`src/rtl/pc_gen_if.sv`:
```
// ---------------------------------------------------------------------------
// pc_gen_if
// Fetch request handshake between the PC generator and the instruction-fetch
// stage.
//   fetch_valid : fetch_pc is a valid fetch request        (PC gen -> IF)
//   fetch_pc    : current fetch PC                          (PC gen -> IF)
//   fetch_ready : IF accepts fetch_pc this cycle            (IF -> PC gen)
//   fetch_is_c  : accepted instruction is 16-bit            (IF -> PC gen)
// Modports: master = PC generator side, slave = IF side.
// ---------------------------------------------------------------------------
interface pc_gen_if #(
    parameter int XLEN = 32
);
    logic            fetch_valid;
    logic [XLEN-1:0] fetch_pc;
    logic            fetch_ready;
    logic            fetch_is_c;

    modport master (
        output fetch_valid,
        output fetch_pc,
        input  fetch_ready,
        input  fetch_is_c
    );

    modport slave (
        input  fetch_valid,
        input  fetch_pc,
        output fetch_ready,
        output fetch_is_c
    );
endinterface

```
`src/rtl/pc_gen.sv`:
```
// ---------------------------------------------------------------------------
// pc_gen
// Fetch PC generator for the RISC-V front end. Holds the fetch PC, advances it
// by 2 or 4 on each accepted fetch, and applies prioritised redirects
// (trap > jump > predicted return). A circular return-address stack supplies
// the predicted-return target.
// Ports:
//   clk, rst_sync         : clock and synchronous active-high reset
//   fetch (master)        : fetch_valid/fetch_pc out, fetch_ready/fetch_is_c in
//   trap_valid, trap_vec  : trap redirect
//   jump, jump_addr       : execute-stage redirect
//   call_push, call_ret_addr : push a return address onto the RAS
//   ret_pop               : predicted return, redirect to RAS top
//   ras_count             : number of valid RAS entries (0..RAS_DEPTH)
//   ras_overflow          : sticky, a push dropped the oldest entry
//   misalign_err          : one-cycle pulse, last redirect target was misaligned
// All outputs are registered.
// ---------------------------------------------------------------------------
module pc_gen #(
    parameter int              XLEN      = 32,
    parameter logic [XLEN-1:0] RESET_VEC = '0,
    parameter int              RAS_DEPTH = 4,
    parameter bit              C_EXT     = 1'b0
) (
    input  logic                         clk,
    input  logic                         rst_sync,
    pc_gen_if.master                     fetch,
    input  logic                         trap_valid,
    input  logic [XLEN-1:0]              trap_vec,
    input  logic                         jump,
    input  logic [XLEN-1:0]              jump_addr,
    input  logic                         call_push,
    input  logic [XLEN-1:0]              call_ret_addr,
    input  logic                         ret_pop,
    output logic [$clog2(RAS_DEPTH):0]   ras_count,
    output logic                         ras_overflow,
    output logic                         misalign_err
);
    localparam int PTR_W = $clog2(RAS_DEPTH);
    localparam int CNT_W = PTR_W + 1;
    // Low address bits that must be zero for an aligned target.
    localparam logic [XLEN-1:0] ALIGN_MASK = C_EXT ? XLEN'(1) : XLEN'(3);

    typedef enum logic [1:0] {
        SEL_NONE,
        SEL_TRAP,
        SEL_JUMP,
        SEL_RAS
    } redirect_e;

    logic [XLEN-1:0]  pc_q, pc_d;
    logic             valid_q;
    logic [PTR_W-1:0] ptr_q, ptr_d, top_ptr;
    logic [CNT_W-1:0] cnt_q, cnt_d;
    logic             ovf_q, ovf_d;
    logic             mis_q, mis_d;
    logic [XLEN-1:0]  ras_mem [RAS_DEPTH];
    logic             ras_we;
    logic [PTR_W-1:0] ras_waddr;
    redirect_e        sel;
    logic [XLEN-1:0]  target;
    logic [XLEN-1:0]  step;

    // Power-of-two depth lets the pointer wrap naturally.
    assign top_ptr = ptr_q - PTR_W'(1);
    assign step    = (C_EXT && fetch.fetch_is_c) ? XLEN'(2) : XLEN'(4);

    always_comb begin
        // NOTE: every signal gets a default first so no path leaves it unassigned (no latches).
        sel       = SEL_NONE;
        target    = '0;
        pc_d      = pc_q;
        mis_d     = 1'b0;
        ptr_d     = ptr_q;
        cnt_d     = cnt_q;
        ovf_d     = ovf_q;
        ras_we    = 1'b0;
        ras_waddr = ptr_q;

        if (trap_valid) begin
            sel    = SEL_TRAP;
            target = trap_vec;
        end else if (jump) begin
            sel    = SEL_JUMP;
            target = jump_addr;
        end else if (ret_pop && cnt_q != '0) begin
            sel    = SEL_RAS;
            target = ras_mem[top_ptr];
        end

        if (sel != SEL_NONE) begin
            pc_d  = target & ~ALIGN_MASK;
            mis_d = |(target & ALIGN_MASK);
        end else if (valid_q && fetch.fetch_ready) begin
            pc_d = pc_q + step;
        end

        if (trap_valid) begin
            ptr_d = '0;
            cnt_d = '0;
        end else if (call_push && sel == SEL_RAS) begin
            // Pop and push together: the redirect already used the old top,
            // the new return address simply replaces it.
            ras_we    = 1'b1;
            ras_waddr = top_ptr;
        end else if (call_push) begin
            ras_we = 1'b1;
            ptr_d  = ptr_q + PTR_W'(1);
            if (cnt_q == CNT_W'(RAS_DEPTH)) begin
                ovf_d = 1'b1;   // oldest entry was just overwritten
            end else begin
                cnt_d = cnt_q + CNT_W'(1);
            end
        end else if (sel == SEL_RAS) begin
            ptr_d = top_ptr;
            cnt_d = cnt_q - CNT_W'(1);
        end
    end

    // NOTE: sequential state uses non-blocking assignments so all registers update together.
    always_ff @(posedge clk) begin
        if (rst_sync) begin
            pc_q    <= RESET_VEC;
            valid_q <= 1'b0;
            ptr_q   <= '0;
            cnt_q   <= '0;
            ovf_q   <= 1'b0;
            mis_q   <= 1'b0;
        end else begin
            pc_q    <= pc_d;
            valid_q <= 1'b1;
            ptr_q   <= ptr_d;
            cnt_q   <= cnt_d;
            ovf_q   <= ovf_d;
            mis_q   <= mis_d;
        end
    end

    // NOTE: the RAS storage has no reset; entries are only read when cnt_q says they are valid.
    always_ff @(posedge clk) begin
        if (ras_we && !rst_sync) begin
            ras_mem[ras_waddr] <= call_ret_addr;
        end
    end

    assign fetch.fetch_valid = valid_q;
    assign fetch.fetch_pc    = pc_q;
    assign ras_count         = cnt_q;
    assign ras_overflow      = ovf_q;
    assign misalign_err      = mis_q;
endmodule

```
`src/flat_wrapper.sv`:
```
// flat-port wrapper written by rule: the top's interface ports become plain ports
module pc_gen_flat 
#(
    parameter int              XLEN      = 32,
    parameter logic [XLEN-1:0] RESET_VEC = '0,
    parameter int              RAS_DEPTH = 4,
    parameter bit              C_EXT     = 1'b0
)
  (clk, rst_sync, trap_valid, trap_vec, jump, jump_addr, call_push, call_ret_addr, ret_pop, ras_count, ras_overflow, misalign_err, fetch_fetch_valid, fetch_fetch_pc, fetch_fetch_ready, fetch_fetch_is_c);
  pc_gen_if #(.XLEN(XLEN)) fetch_i ();
  input  logic clk;
  input  logic rst_sync;
  input  logic trap_valid;
  input  logic [XLEN-1:0] trap_vec;
  input  logic jump;
  input  logic [XLEN-1:0] jump_addr;
  input  logic call_push;
  input  logic [XLEN-1:0] call_ret_addr;
  input  logic ret_pop;
  output logic [$clog2(RAS_DEPTH):0] ras_count;
  output logic ras_overflow;
  output logic misalign_err;
  output wire logic [$bits(fetch_i.fetch_valid)-1:0] fetch_fetch_valid;
  output wire logic [$bits(fetch_i.fetch_pc)-1:0] fetch_fetch_pc;
  input wire logic [$bits(fetch_i.fetch_ready)-1:0] fetch_fetch_ready;
  input wire logic [$bits(fetch_i.fetch_is_c)-1:0] fetch_fetch_is_c;
  assign fetch_fetch_valid = fetch_i.fetch_valid;
  assign fetch_fetch_pc = fetch_i.fetch_pc;
  assign fetch_i.fetch_ready = fetch_fetch_ready;
  assign fetch_i.fetch_is_c = fetch_fetch_is_c;
  pc_gen #(.XLEN(XLEN), .RESET_VEC(RESET_VEC), .RAS_DEPTH(RAS_DEPTH), .C_EXT(C_EXT)) u_core (.clk(clk), .rst_sync(rst_sync), .fetch(fetch_i), .trap_valid(trap_valid), .trap_vec(trap_vec), .jump(jump), .jump_addr(jump_addr), .call_push(call_push), .call_ret_addr(call_ret_addr), .ret_pop(ret_pop), .ras_count(ras_count), .ras_overflow(ras_overflow), .misalign_err(misalign_err));
endmodule
```
`config.mk`:
```
export PLATFORM = sky130hd
export DESIGN_NAME = pc_gen_flat
export DESIGN_NICKNAME = d
export VERILOG_FILES = /design/src/rtl/pc_gen_if.sv /design/src/rtl/pc_gen.sv /design/src/flat_wrapper.sv
export SDC_FILE = /design/constraint.sdc
export NUM_CORES = 1
export LEC_CHECK = 0
export ABC_CLOCK_PERIOD_IN_PS = 4200
export CORE_ASPECT_RATIO = 0.5
export CORE_MARGIN = 8
export CORE_UTILIZATION = 47
export DETAILED_ROUTE_END_ITERATION = 16
export PLACE_DENSITY = 0.75
export SLEW_MARGIN = 40
export SYNTH_ARGS = -nofsm -noshare
export SYNTH_HDL_FRONTEND = slang
export SYNTH_SLANG_ARGS = --single-unit
```
`constraint.sdc`:
```
create_clock -name clk -period 4.2 [get_ports clk]
set_input_delay 0.84 -clock clk [delete_from_list [all_inputs] [get_ports clk]]
set_output_delay 0.84 -clock clk [all_outputs]
set_load 0.005 [all_outputs]
```
# Word level (Yosys, flattened, before mapping)
# Memories as Yosys holds them, arrays and structs flattened.
# Cells that the tools add are included.
# totals
n_memories	1
in_bits	104
ramBits	128
elab_cells	56
regBits	40
# memory_table
name	words	word_bits	rd	rd_ports_with_merged_regs	wr	line_no	text
u_core.ras_mem	4	32	1	0	1	pc_gen.sv:57	logic [XLEN-1:0] ras_mem [RAS_DEPTH];
# op_classes
n_addsub	5
n_eq_ne	3
bitwise	3
muxes	21
n_reduce_logical	16
# ops
cell	count
32-bit 2-to-1 mux	5
32-bit by 3-bit adder with 32-bit output, second input constant	1
2-bit 2-to-1 mux	7
3-bit 2-to-1 mux	3
2-bit OR reduction	4
1-bit 2-to-1 mux	6
2-bit nonzero test	3
1-bit logical AND	4
4-bit AND reduction	1
3-bit by 1-bit adder with 3-bit output, second input constant	1
3-bit == test, second input constant	1
1-bit NOT	3
3-bit AND reduction	1
3-bit nonzero test	1
3-bit by 1-bit subtractor with 3-bit output, second input constant	1
2-bit by 1-bit adder with 2-bit output, second input constant	1
2-bit == test, second input constant	1
2-bit != test, second input constant	1
2-bit AND reduction	1
2-bit by 1-bit subtractor with 2-bit output, second input constant	1
1-bit zero test	1

# Longest topological paths before layout
# Gate-level depths: netlist (run 1).
# logic_depth
ltp_word	12
ltp_mapped	10
ltp_nobuf	8

# Worst setup path before layout (run 1)
# No wires, ideal clock.
# synth_path
path_kind	in2reg
start	input trap_valid
end	memory u_core.ras_mem[1][0], enable pin
path_slack_ns	0.091
arrival_time_ns	3.687
stages	9
setup_time_ns	0.421
required_time_ns	3.779
path_cell_list	clkbuf_1 -> nor2_1 -> nand2b_1 -> clkbuf_2 -> clkinv_1 -> ha_1 -> xnor2_1 -> or3_1 -> nor2_1
# synth_between
elab_chain_len	8
elab_cells_between_ends	10
# synth_lines
item	line_no	text
start, declared	flat_wrapper.sv:13	input logic trap_valid;
2-bit 2-to-1 mux	pc_gen.sv:80	if (trap_valid) begin
2-bit == test	pc_gen.sv:101	end else if (call_push && sel == SEL_RAS) begin
1-bit logical AND	pc_gen.sv:101	
1-bit 2-to-1 mux	pc_gen.sv:101	
1-bit 2-to-1 mux	pc_gen.sv:98	if (trap_valid) begin
1-bit logical AND	pc_gen.sv:141	if (ras_we && !rst_sync) begin
1-bit 2-to-1 mux	pc_gen.sv:141	
1-bit 2-to-1 mux (implied by the code)	pc_gen.sv:142	ras_mem[ras_waddr] <= call_ret_addr;
end, declared	pc_gen.sv:57	
# Parallel ways exist; a longest one is shown, timed or not.

# Worst setup path in the final report (run 1)
# layout_path
start	input ret_pop
end	memory u_core.ras_mem[3][17], enable pin
# layout_between
elab_chain_len	11
elab_cells_between_ends	13
# layout_lines
item	line_no	text
start, declared	flat_wrapper.sv:19	input logic ret_pop;
1-bit logical AND *	pc_gen.sv:86	end else if (ret_pop && cnt_q != '0) begin
2-bit 2-to-1 mux *	pc_gen.sv:86	
2-bit 2-to-1 mux *	pc_gen.sv:83	end else if (jump) begin
2-bit 2-to-1 mux *	pc_gen.sv:80	
2-bit == test *	pc_gen.sv:101	
1-bit logical AND *	pc_gen.sv:101	
1-bit 2-to-1 mux	pc_gen.sv:101	
1-bit 2-to-1 mux	pc_gen.sv:98	
1-bit logical AND	pc_gen.sv:141	
1-bit 2-to-1 mux	pc_gen.sv:141	
1-bit 2-to-1 mux (implied by the code)	pc_gen.sv:142	
# Mark *: on every way between the ends. The rest lies on a longest branch, timed or not.

==> reports/qor.txt, run 1 <==
H-tree levels -> 4
share of layout cells above drive strength 1 -> 14.15%
max-slew violations -> 0
status -> finished clean
Cells after Synth -> 566
Min-Delay Path Class -> register to register
Most used DFF post-synth -> edfxtp_1
Synth async-reset ratio -> 0%
post-synthesis simple-gate area fraction -> 10.59%
Post-synth EDFFs -> 128
Antenna Violating Nets Remaining -> 0
post-route minimum period -> 3409 ps
Hold EP -> u_core.fetch.fetch_pc[11]
ant diodes -> 0
Compound-Gate Fraction of Synth Area -> 12.22%
clock-pin slew on the worst setup and hold paths -> 70 ps
Mapped Avg Cell Area -> 13.31 sq um
crit path from -> ret_pop
setup TNS -> 0 ps
first-pass GRT wire length -> 32680 um
Sinks on Clock Net -> 166
DRT iter0 DRCs -> 664
Synth Area in Adders -> 0.7639%
Worst setup EP type -> register
fin crit share -> 81.18%
pre-CTS setup slack -> 377.5 ps
vias in the first global route -> 5543
die span in x -> 195.1 um
sequential-to-total area share from yosys stat -> 61.11%
R2R Path End -> u_core.ras_mem[3][17]
dpl cell area -> 0.009163 sq mm
Detailed Routing Iterations Pass 1 -> 6
GR Overflow Total -> 0
P&R area growth vs syn -> 29.64%
CTS root buf -> clkbuf_16
worst slew pin tran -> 704.6 ps
cell area after layout -> 0.009768 sq mm
R2R cell count -> 8
Final setup viols -> 0
Post-DP HPWL -> 15020 um
TritonCTS buffer count -> 17
Starting Density -> 48.50%
Final GP Congestion -> 0.8890
final worst slack -> 790.6 ps
post-synthesis mux area share -> 9.914%
unrepaired setup endpoints after global routing -> false
Max clock buf depth -> 2
setup bufs post-CTS -> 0
Worst Hold Depth -> 2
most common cell after layout, fill and taps aside -> clkdlybuf4s50_1
Worst R2R Start -> u_core.ras_count[0]
global-route usage over all layers -> 20.63%
io pins -> 142
max_cap viols -> 0
Worst setup SP type -> input port
Mapped Area -> 0.007535 sq mm
CP arrival -> 3480 ps
R2R setup slack -> 1020 ps
Hold Crit Start -> u_core.fetch.fetch_pc[11]
pwr dens -> 397.2 mW/mm^2
Max Clock Freq -> 0.2933 GHz
full die area -> 0.02058 sq mm
post-synth cell types -> 65
post_cts resized -> 0
#FFs+latches synth -> 166
initial antenna violation count -> 0
CTS tree -> yes
nets -> 809
DRC Markers -> 0
Slew HR -> 53.03%
XOR/XNOR Fraction of Synth Area -> 2.441%
Via density -> 6.034
CP max FO -> 32
largest net degree at the start of global routing -> 44
Final Non-Filler Cells -> 918
Worst EP required -> 4270 ps
Leakage -> 3.155 nW
Hold Fails Final Rpt -> 0
Worst Path Class, Setup -> input port to register
commonest cells after routing, fill and taps aside -> clkdlybuf4s50_1 (138), edfxtp_1 (128), nor2_1 (46)
Peak supply drop -> 311.3 uV
Clock Skew -> 13.49 ps
worst-skew pair later-pin latency -> 430 ps
routed via count -> 5539
Synthesis Warnings -> 0
Placed Cells -> 886
Port Buffers -> 138
final wirelength -> 21550 um
Filler cells -> 1158
post-DR wirelength/cell -> 23.48 um
Site Rows -> 32
hold_buf cts -> 0
largest family of logic cells by synthesized area -> compound AO/OA/AOI/OAI gates
core area -> 0.01553 sq mm
Die Y -> 105.5 um
## power by group
group          leakage (nW)  internal [mW]  total [mW]  switching [mW]
Combinational          1.39          0.239       0.438           0.199
Sequential             1.47           1.81        1.88          0.0628
Clock                 0.291          0.808        1.57           0.759
Total                  3.15           2.86        3.88            1.02
## worst max path at each step
stage / endpoint / slack (ps)
after floorplan: u_core.ras_mem[1][0] / 90
after global placement: u_core.ras_mem[3][3] / 400
after detailed placement: u_core.ras_mem[3][3] / 380
after CTS: u_core.ras_mem[3][30] / 830
after global routing: u_core.ras_mem[3][30] / 660
final: u_core.ras_mem[3][17] / 790
## per-stage QoR
stage | total power [mW] | util [%] | hold WS, ps
global placement | 2.333 | 58.97 | 510.1
CTS | 3.894 | 62.88 | 517.9
global route | 3.998 | 62.88 | 561.2
finish | 3.880 | 62.88 | 517.1
detailed placement | 2.341 | 58.98 | 507.4
floorplan | 2.089 | - | 464.7
## cells by family after synthesis
family,count (synthesis)
other cells,1
fa+ha+maj,4
mux,37
xor+xnor,21
compound gates,122
flops,166
simple gates,163
buf+inv,52
## final cells by class
class	count	area (sq um)	share of cell area (%)
Tap cell	204	255.2	2.613
Multi-Input combinational cell	349	2725	27.90
Timing Repair Buffer	154	1526	15.63
Inverter	13	48.80	0.4996
Sequential cell	166	4607	47.16
Clock inverter	15	180.2	1.845
Clock buffer	17	425.4	4.355
## layer usage
layer	global-route usage [%]	part of all wire, %	up-vias
met5	0	0	-
met4	6.025	1.8	0
met3	4.633	6.5	30
met2	33.35	48	263
met1	27.74	43	2726
li1	-	-	2520
## registers in the layout, summed over array words and instances (netlist names)
| signal | flops |
|---|---|
| u_core.fetch.fetch_pc | 30 |
| u_core.fetch.fetch_valid | 1 |
| u_core.misalign_err | 1 |
| u_core.ptr_q | 2 |
| u_core.ras_count | 3 |
| u_core.ras_mem | 128 |
| u_core.ras_overflow | 1 |
## critical path: stages
cell	delay [ps]
clkdlybuf4s50_1	400
o31ai_1	80
nand2b_1	380
clkinv_1	360
ha_1	320
xnor2_1	140
or3_1	420
nor2_2	100
buf_4	410
## synth_stat cells (6+ instances only)
cell      instances  share of area, %
a211oi_1          8              0.80
a21oi_1          16               1.1
a221oi_1          9               1.0
a31oi_1           8              0.66
and3_1            6              0.50
buf_2             6              0.40
clkbuf_1         26               1.3
dfxtp_1          38                10
edfxtp_1        128                51
inv_1            10              0.50
mux2i_1           6              0.80
mux4_2           30               9.0
nand2_1          36               1.8
nand2b_1         11              0.91
nand3_1          13              0.86
nand4_1          10              0.83
nor2_1           50               2.5
nor3_1           14              0.93
nor4_1            7              0.58
o21ai_0          15               1.0
o22ai_1           9              0.75
xnor2_1          12               1.4
xor2_1            9               1.0
No activity file was read; power rests on OpenSTA's default activity.
==> run 2: changes to the inputs <==
--- a/config.mk
+++ b/config.mk
@@ -5,7 +5,7 @@
 export SDC_FILE = /design/constraint.sdc
 export NUM_CORES = 1
 export LEC_CHECK = 0
-export ABC_CLOCK_PERIOD_IN_PS = 4200
+export ABC_CLOCK_PERIOD_IN_PS = 2770
 export CORE_ASPECT_RATIO = 0.5
 export CORE_MARGIN = 8
 export CORE_UTILIZATION = 47
==> constraint.sdc (replaced) <==
create_clock -name clk -period 2.77 [get_ports clk]
set_input_delay 0.554 -clock clk [delete_from_list [all_inputs] [get_ports clk]]
set_output_delay 0.554 -clock clk [all_outputs]
set_load 0.005 [all_outputs]
==> reports/qor.txt, run 2 (synthesis gave the netlist of run 1 again) <==
status -> finished clean (unchanged)
Clock Skew -> 12.46 ps (was 13.49 ps)
post_cts resized -> 0 (unchanged)
max-slew violations -> 0 (unchanged)
most common cell after layout, fill and taps aside -> clkdlybuf4s50_1 (unchanged)
Slew HR -> 63.47% (was 53.03%)
final wirelength -> 22130 um (was 21550 um)
pwr dens -> 585.8 mW/mm^2 (was 397.2 mW/mm^2)
Post-DP HPWL -> 15900 um (was 15020 um)
post-route minimum period -> 2449 ps
vias in the first global route -> 5678 (was 5543)
Die Y -> 105.5 um (unchanged)
routed via count -> 5730 (was 5539)
post-DR wirelength/cell -> 23.44 um (was 23.48 um)
dpl cell area -> 0.009469 sq mm (was 0.009163 sq mm)
full die area -> 0.02058 sq mm (unchanged)
Worst setup EP type -> register (unchanged)
Detailed Routing Iterations Pass 1 -> 5 (was 6)
Antenna Violating Nets Remaining -> 0 (unchanged)
Port Buffers -> 138 (unchanged)
first-pass GRT wire length -> 33540 um (was 32680 um)
Filler cells -> 1148 (was 1158)
TritonCTS buffer count -> 17 (unchanged)
share of layout cells above drive strength 1 -> 17.43% (was 14.15%)
GR Overflow Total -> 0 (unchanged)
Hold Fails Final Rpt -> 0 (unchanged)
Leakage -> 3.285 nW (was 3.155 nW)
CP arrival -> 2590 ps (was 3480 ps)
hold_buf cts -> 0 (unchanged)
global-route usage over all layers -> 21.34% (was 20.63%)
io pins -> 142 (unchanged)
setup TNS -> 0 ps (unchanged)
post-layout util -> 64.61% (was 62.88%)
multi-input logic area -> 0.002755 sq mm (was 0.002725 sq mm)
nets -> 837 (was 809)
H-tree levels -> 4 (unchanged)
Via density -> 6.070 (was 6.034)
clock-pin slew on the worst setup and hold paths -> 70 ps (about the same)
Site Rows -> 32 (unchanged)
critical path cell sequence -> o31ai_2, nand2b_1, clkinv_4, ha_1, xnor2_1, nand4_1, nor2_4, buf_12 (was clkdlybuf4s50_1, o31ai_1, nand2b_1, clkinv_1, ha_1, xnor2_1, or3_1, nor2_2, buf_4)
Worst Path Class, Setup -> register to register (was input port to register)
CP max FO -> 17 (was 32)
Worst path max stage delay -> 360 ps (was 420 ps)
cell area after layout -> 0.01004 sq mm (was 0.009768 sq mm)
commonest cells after routing, fill and taps aside -> clkdlybuf4s50_1 (138), edfxtp_1 (128), nor2_1 (46) (unchanged)
setup bufs post-CTS -> 0 (unchanged)
Worst setup SP type -> register (was input port)
Min-Delay Path Class -> register to register (unchanged)
CTS root buf -> clkbuf_16 (unchanged)
worst slew pin tran -> 542.9 ps (was 704.6 ps)
unrepaired setup endpoints after global routing -> false (unchanged)
Final GP Congestion -> 0.8563 (was 0.8890)
Max clock buf depth -> 2 (unchanged)
Sinks on Clock Net -> 166 (unchanged)
DRT iter0 DRCs -> 559 (was 664)
Final Non-Filler Cells -> 944 (was 918)
Max Clock Freq -> 0.4084 GHz
ant diodes -> 0 (unchanged)
P&R area growth vs syn -> 33.21% (was 29.64%)
Placed Cells -> 914 (was 886)
max_cap viols -> 0 (unchanged)
Worst path slowest cell -> dfxtp_1 (was or3_1)
largest net degree at the start of global routing -> 28 (was 44)
die span in x -> 195.1 um (unchanged)
Final setup viols -> 0 (unchanged)
fin crit share -> 88.40%
core area -> 0.01553 sq mm (unchanged)
initial antenna violation count -> 0 (unchanged)
Top reg by flops -> u_core.ras_mem (unchanged)
CTS tree -> yes (unchanged)
Worst EP required -> 2910 ps (was 4270 ps)
Peak supply drop -> 427.2 uV (was 311.3 uV)
FF/Latch Area -> 0.004606 sq mm (was 0.004607 sq mm)
worst-skew pair later-pin latency -> 430 ps (about the same)
DRC Markers -> 0 (unchanged)
max reg flops -> 128 (unchanged)
Starting Density -> 48.50% (unchanged)
## run 2: final cells by class
cell class              count  share of cell area (%)
clock buffers              17                   4.238
multi-input cells         349                   27.45
repair buffers            182                   17.93
well taps                 204                   2.543
inverters                  13                  0.5360
clock inverters            13                   1.421
flip-flops and latches    166                   45.89
## run 2: per-layer routing
| metal | GRT usage [%] | part of all wire [%] |
|---|---|---|
| met2 | 35.04 | 48 |
| met1 | 28.95 | 44 |
| met3 | 4.030 | 6.5 |
| met5 | 0 | 0 |
| met4 | 5.702 | 1.6 |
## run 2: worst paths after layout
kind | cells after the start | slack (ps) | from | endpoint
hold reg to reg | 2 | 520 | u_core.ras_overflow | u_core.ras_overflow
hold / removal | 2 | 520 | u_core.ras_overflow | u_core.ras_overflow
setup reg to reg | 8 | 320 | u_core.ras_count[1] | u_core.ras_mem[0][29]
setup / recovery | 8 | 320 | u_core.ras_count[1] | u_core.ras_mem[0][29]
## run 2: critical path: cells and delay by family, from the launching register on
kind | cells | cell delay (ps)
AOI/OAI and AO/OA | 1 | 270
buffers and inverters | 2 | 270
DFF | 1 | 360
xor gates and xnor gates | 1 | 200
and+or+nand+nor | 3 | 830
adders and majority gates | 1 | 210
## run 2: metrics by stage
stage | setup WS (ps) | power [mW] | hold WS [ps]
3_3_place_gp | 1.338 | 3.575 | 486.9
5_1_grt | 160.8 | 6.057 | 553.4
2_1_floorplan | 18.41 | 3.171 | 464.7
4_1_cts | 336.9 | 5.892 | 524.9
6_report | 321.2 | 5.880 | 522.1
3_5_place_dp | -47.34 | 3.589 | 508.0
## run 2: report_power, final
part	leakage (nW)	switching, mW	internal (mW)
sequential	1.47	0.0818	2.75
clock	0.266	1.07	1.26
combinational	1.55	0.324	0.391
